**config.mk**
```make
export PLATFORM = sky130hd
export DESIGN_NAME = layer_priority_compositor
export DESIGN_NICKNAME = d
export VERILOG_FILES = /design/src/rtl/layer_priority_compositor.sv
export SDC_FILE = /design/constraint.sdc
export NUM_CORES = 1
export LEC_CHECK = 0
export CORE_ASPECT_RATIO = 0.8
export CORE_MARGIN = 8
export CORE_UTILIZATION = 45
export CTS_CLUSTER_SIZE = 25
export DETAILED_ROUTE_END_ITERATION = 10
export DONT_BUFFER_PORTS = 1
export SKIP_LAST_GASP = 1
export SYNTH_ARGS = -nofsm -noshare
export SYNTH_HDL_FRONTEND = slang
export SYNTH_SLANG_ARGS = --single-unit
export TNS_END_PERCENT = 50
```
**constraint.sdc**
```tcl
create_clock -name clk -period 1.4 [get_ports clk]
set_clock_uncertainty 0.05 [all_clocks]
set_input_delay 0.21 -clock clk [delete_from_list [all_inputs] [get_ports clk]]
set_output_delay 0.21 -clock clk [all_outputs]
set_load 0.01 [all_outputs]
```
**src/rtl/layer_priority_compositor.sv**
```systemverilog
// Merges NUM_LAYERS keyed object layers over the background pixel, lowest index wins.
// Latency: 2 clocks (register inputs + eff flags, then register the priority pick).
// No backpressure: one pixel accepted and one produced every clock, never stalls.
module layer_priority_compositor #(
   parameter int                   NUM_LAYERS   = 4,
   parameter int                   RGB_WIDTH    = 8,
   parameter logic [RGB_WIDTH-1:0] TRANSPARENT  = 8'hFF,
   parameter int                   BLINK_FRAMES = 16
) (
   input  logic                              clk,
   input  logic                              resetN,
   input  logic                              startOfFrame,
   input  logic [NUM_LAYERS-1:0]             layerDrawingRequest,
   input  logic [NUM_LAYERS*RGB_WIDTH-1:0]   layerRGB,
   input  logic [RGB_WIDTH-1:0]              RGB_MIF,
   input  logic [NUM_LAYERS-1:0]             enableMaskIn,
   input  logic                              enableMaskWrite,
   input  logic [NUM_LAYERS-1:0]             blinkMask,
   output logic [RGB_WIDTH-1:0]              RGBOut,
   output logic [$clog2(NUM_LAYERS+1)-1:0]   layerIndex,
   output logic                              layerHit
);

   localparam int                IDX_W    = $clog2(NUM_LAYERS+1);
   localparam int                CNT_W    = $clog2(BLINK_FRAMES+1);
   localparam logic [CNT_W-1:0]  CNT_LAST = CNT_W'(BLINK_FRAMES-1);

   // Frame-boundary control state
   logic [NUM_LAYERS-1:0]            r_pending_mask;
   logic [NUM_LAYERS-1:0]            r_active_mask;
   logic                             r_blink_phase;
   logic [CNT_W-1:0]                 r_frame_cnt;

   // Stage 1 pipeline registers
   logic [NUM_LAYERS-1:0]            r_eff;
   logic [NUM_LAYERS*RGB_WIDTH-1:0]  r_layer_rgb;
   logic [RGB_WIDTH-1:0]             r_mif;

   // Combinational helpers
   logic [NUM_LAYERS-1:0]            w_eff;
   logic [RGB_WIDTH-1:0]             w_win_rgb;
   logic [IDX_W-1:0]                 w_win_idx;
   logic                             w_win_hit;

   // Shadowed enable mask: writes land in pending, frame start promotes pending to active;
   // a write coinciding with frame start is promoted directly so it is not lost for a frame.
   always_ff @(posedge clk or negedge resetN) begin
      if (!resetN) begin
         r_pending_mask <= '1;
         r_active_mask  <= '1;
      end else begin
         if (enableMaskWrite)
            r_pending_mask <= enableMaskIn;
         if (startOfFrame)
            r_active_mask <= enableMaskWrite ? enableMaskIn : r_pending_mask;
      end
   end

   // Blink counter: phase toggles once every BLINK_FRAMES frame starts
   always_ff @(posedge clk or negedge resetN) begin
      if (!resetN) begin
         r_frame_cnt   <= '0;
         r_blink_phase <= 1'b1;
      end else if (startOfFrame) begin
         if (r_frame_cnt == CNT_LAST) begin
            r_frame_cnt   <= '0;
            r_blink_phase <= ~r_blink_phase;
         end else begin
            r_frame_cnt <= r_frame_cnt + CNT_W'(1);
         end
      end
   end

   // Per-layer "really drawn" flag, using mask/phase as they were before this edge
   always_comb begin
      w_eff = '0;
      for (int i = 0; i < NUM_LAYERS; i++) begin
         w_eff[i] = layerDrawingRequest[i] & r_active_mask[i]
                  & ~(blinkMask[i] & ~r_blink_phase)
                  & (layerRGB[i*RGB_WIDTH +: RGB_WIDTH] != TRANSPARENT);
      end
   end

   // Stage 1: capture flags and colours
   always_ff @(posedge clk or negedge resetN) begin
      if (!resetN) begin
         r_eff       <= '0;
         r_layer_rgb <= '0;
         r_mif       <= '0;
      end else begin
         r_eff       <= w_eff;
         r_layer_rgb <= layerRGB;
         r_mif       <= RGB_MIF;
      end
   end

   // Priority pick: scan from lowest priority upward so the lowest set index overrides
   always_comb begin
      w_win_rgb = r_mif;
      w_win_idx = IDX_W'(NUM_LAYERS);
      w_win_hit = 1'b0;
      for (int i = NUM_LAYERS-1; i >= 0; i--) begin
         if (r_eff[i]) begin
            w_win_rgb = r_layer_rgb[i*RGB_WIDTH +: RGB_WIDTH];
            w_win_idx = IDX_W'(i);
            w_win_hit = 1'b1;
         end
      end
   end

   // Stage 2: register the composited pixel
   always_ff @(posedge clk or negedge resetN) begin
      if (!resetN) begin
         RGBOut     <= '0;
         layerIndex <= '0;
         layerHit   <= 1'b0;
      end else begin
         RGBOut     <= w_win_rgb;
         layerIndex <= w_win_idx;
         layerHit   <= w_win_hit;
      end
   end

endmodule

```
# After elaboration in Yosys (flattened, before gate mapping)
# Cells that the tools add are included.
[word_totals]
reg_bits = 70
wordCells = 52
[classes]
bitwise = 21
n_eq_ne = 5
muxes = 14
n_addsub = 1
reduce_logical = 1
[ops]
columns = ["operator", "n"]
rows = [
  ["8-bit two-way mux", 4],
  ["8-bit != test, second input constant", 4],
  ["1-bit AND", 16],
  ["3-bit two-way mux", 4],
  ["5-bit by 1-bit adder with 5-bit output, second input constant", 1],
  ["5-bit by 4-bit equality test with 1-bit output, second input constant", 1],
  ["5-bit two-way mux", 1],
  ["1-bit NOT", 5],
  ["1-bit two-way mux", 4],
  ["4-bit two-way mux", 1],
  ["2-bit AND reduction", 1],
]

# Logic depth before layout (Yosys ltp)
[logic_depth]
ltp_word = 5
depth_mapped = 4

# Worst setup path before layout
# OpenSTA, ideal clock, no wires.
[synth_timing]
path_type = "register to register"
startpoint = "reg r_eff[0]"
endpoint = "reg RGBOut[7]"
setup_time_ns = 0.132
setup_slack_ns = 0.088
period_less_slack_ns = 1.312
arrival_time_ns = 1.130
path_buffers = 1
path_stages_with_launch = 5
cell_sequence = "dfrtp_1 -> or3_1 -> buf_6 -> a211oi_2 -> a21oi_1"
[synth_via]
elab_chain_cells = 1
[synth_lines]
columns = ["element", "line_no", "rtl"]
rows = [
  ["start: declaration", "35", "logic [NUM_LAYERS-1:0] r_eff;"],
  ["start signal: assignment", "91", "r_eff <= w_eff;"],
  ["8-bit two-way mux", "103", "if (r_eff[i]) begin"],
  ["net w_win_rgb[7]", "41", "logic [RGB_WIDTH-1:0] w_win_rgb;"],
  ["end signal: assignment", "118", "RGBOut <= w_win_rgb;"],
  ["end: declaration", "19", "output logic [RGB_WIDTH-1:0] RGBOut,"],
]
# The timed path passes the listed nets, and every way through them passes these cells.
# A chain may end at the register's enable or synchronous reset.

# Worst setup path after layout
[layout_timing]
startpoint = "reg r_eff[2]"
endpoint = "reg RGBOut[1]"
[layout_via]
elab_chain_cells = 3
[layout_lines]
columns = ["element", "line_no"]
rows = [
  ["8-bit two-way mux (3 in a row)", "103"],
  ["net w_win_rgb[1]", "41"],
]
# The timed path passes the listed nets, and every way through them passes these cells.

==> results.yml <==
outcome:
  status: "finished, violations left"
  violations: "hold timing"
logic_synthesis:
  async_flop_share: 1.000
  post_synth_and_or_nand_nor_area_fraction: 0.1026
  ys_warn_count: 0
  ys_seq_elements: 70
  synth_xor_area_frac: 0.01056
  ys.flop_type: "dfrtp_1"
  syn_area_um2: 2489
  postSynthCellCount: 176
  synth.area.mux_share: 0.05329
  ys_types: 31
  ys_seq_area_frac: 0.7084
  syn_nets: 233
  synth.avg_cell_area_um2: 14.14
  synthAdderAreaFrac: 0.005028
  synth_top_family_by_area: "simple AND/OR/NAND/NOR gates"
  synth_edf_count: 0
  synth-compound-area-share: 0.09452
global_routing:
  grt_pass1_wl_mm: 9.604
  antenna_found_initial: 0
  grt_overflow: 0
  grt_max_degree: 71
  grt.total_usage: 0.1609
  grt_pass1_vias: 1846
route:
  wl_mm: 6.071
  drtIter0Drc: 73
  postRouteAntennaNets: 0
  routed_via_density: 5.282
  drc: 0
  vias: 1627
  drt-wirelength-per-cell_um: 19.71
  first_pass_iters: 4
place:
  io_buffer_count: 0
  dpl_cell_area_um2: 2559
  dp_hpwl_mm: 4.013
  placed_cells: 240
  place_ws_ns: 0.02419
  gp_congestion: 0.7583
power_and_ir_drop:
  fin_total_pwr_mw: 4.561
  peakVddDrop_mv: 0.7096
  power_leakage_nw: 1.382
  power_density_nw_per_um2: 1396
critical_path:
  critPathKind: "reg -> reg"
  critPathLaunchType: "flop"
  cp-end-kind: "flop"
  ff2ff_path_depth: 4
  crit_arrival_ns: 1.55
  crit_required_ns: 1.55
  r2r_slack_ns: 0.0006
  timing.rr.end: "RGBOut[1]$_DFF_PN0_"
  r2r_start: "r_eff[2]$_DFF_PN0_"
  cp_max_fo: 6
floorplan:
  fp.dieH_um: 82.52
  pin_count: 68
  dieArea_um2: 8181
  core_area_um2: 5405
  rows: 24
  start_util: 0.4604
  die_w_um: 99.15
cts:
  cts_tree: "yes"
  clk_latency_ns: 0.34
  cts-buffers-inserted: 9
  cts-htree-levels: 3
  clk_pin_slew_ns: 0.06
  cts_sinks: 70
  clockBufferDepth: 2
  ctsHoldBuffers: 53
  cts_root_buffer: "clkbuf_8"
finish:
  stdcell_count: 308
  insertedDiodeCount: 0
  nets: 296
  area_growth_pct: 31.32
  fin_area_um2: 3268
  fin_util: 0.6046
  nFillCells: 431
  drive_gt1_frac: 0.1687
timing:
  hold_violations: 70
  hold_ws_ns: -0.4849
  post-route-min-period_ns: 1.399
  rsz0062_at_grt: "yes"
  fin_setup_tns_ns: 0
  finalCritPeriodShare: 0.9996
  finalWorstSetupSlack_ns: 0.0005854
  fmax_mhz: 714.6
  worst_slew_pin_slew_ns: 0.4271
  max_slew_margin: 0.7126
  finalSetupViolations: 0
  final_max_slew_viol_count: 0
run:
  cap_violations: 0
min_path:
  min_path_type: "in -> async"
placed cells by master, fill, tap and decap left out, types with 3 or more instances in the layout:
cell           netlist  layout
nand4_1              8       8
nand2_1              5       5
dlygate4sd3_1        0      53
o31ai_1              6       5
mux2_2              10      10
o22ai_1              6       6
dfstp_2              9       9
nor2_1              15      15
clkbuf_1             0       3
o2111a_1             4       4
buf_4                0       5
nand2b_1            10      10
clkbuf_8             0      11
a21oi_1             10      10
inv_1                3       3
dfrtp_1             61      61
report_power, final:
group	total (mW)	internal [mW]	switching [mW]
sequential	2.53	2.31	0.225
clock	1.37	0.729	0.641
combinational	0.657	0.374	0.283
total	4.56	3.41	1.15
flip-flops by register name, summed over array words and instances, names as in the netlist:
register        flops
r_layer_rgb        32
RGBOut              8
r_mif               8
r_frame_cnt         5
r_active_mask       4
r_eff               4
r_pending_mask      4
layerIndex          3
layerHit            1
r_blink_phase       1
worst max-delay path by stage:
stage                                  start                  end  slack (ns)  cells after the start
after floorplan           r_eff[0]$_DFF_PN0_  RGBOut[7]$_DFF_PN0_        0.09                      4
after global placement    r_eff[1]$_DFF_PN0_  RGBOut[7]$_DFF_PN0_        0.08                      3
after detailed placement  r_eff[2]$_DFF_PN0_  RGBOut[0]$_DFF_PN0_        0.02                      4
after CTS                 r_eff[2]$_DFF_PN0_  RGBOut[7]$_DFF_PN0_       0.005                      3
after global routing      r_eff[0]$_DFF_PN0_  RGBOut[0]$_DFF_PN0_       -0.06                      5
final                     r_eff[2]$_DFF_PN0_  RGBOut[1]$_DFF_PN0_      0.0006                      4
cell usage after synthesis (4+ instances only):
cell type,n,area [um^2]
nand2_1,5,18.77
nand4_1,8,50.05
mux2_2,10,112.6
o2111a_1,4,45.04
nor2_1,15,56.30
dfstp_2,9,236.5
o31ai_1,6,45.04
o22ai_1,6,37.54
nand2b_1,10,62.56
a21oi_1,10,50.05
dfrtp_1,61,1526
repair_timing:
| item | CTS | global route |
|---|---|---|
| endpoints found under the hold margin | 124 | 70 |
| pin swaps | 0 | 0 |
| resized for setup | 1 | 3 |
| setup buffers | 0 | 0 |
| setup endpoints to repair | 1 | 7 |
critical path, cell delays in order (launching register included):
cell and delay [ns]:
dfrtp_1 0.45, clkinv_2 0.15, buf_4 0.18, o31ai_1 0.29
a21oi_1 0.14
kinds of logic after synthesis:
family	after synthesis
DFF	70
and+or+nand+nor	48
AOI/OAI and AO/OA	32
muxes	12
buffers and inverters	10
xor gates and xnor gates	3
adders and majority gates	1
cell type report:
class                           instances  area (um^2)  area share
Clock buffer                           14        162.7     0.04977
Sequential cell                        70         1763      0.5394
Tap cell                               65        81.33     0.02489
Inverter                                4        16.27    0.004977
Timing Repair Buffer                   58        568.0      0.1738
Clock inverter                          1        5.005    0.001531
Multi-Input combinational cell         96        671.9      0.2056
per-layer routing:
metal | vias up | global-route usage | wire length [um] | share of wire
met4 | 0 | 0.06928 | 72 | 0.012
met3 | 7 | 0.07705 | 597 | 0.098
met2 | 57 | 0.2806 | 3128 | 0.52
met5 | - | 0 | 0 | 0
met1 | 820 | 0.1662 | 2273 | 0.37
li1 | 743 | - | - | -
Power figures use the tool's default switching activity.
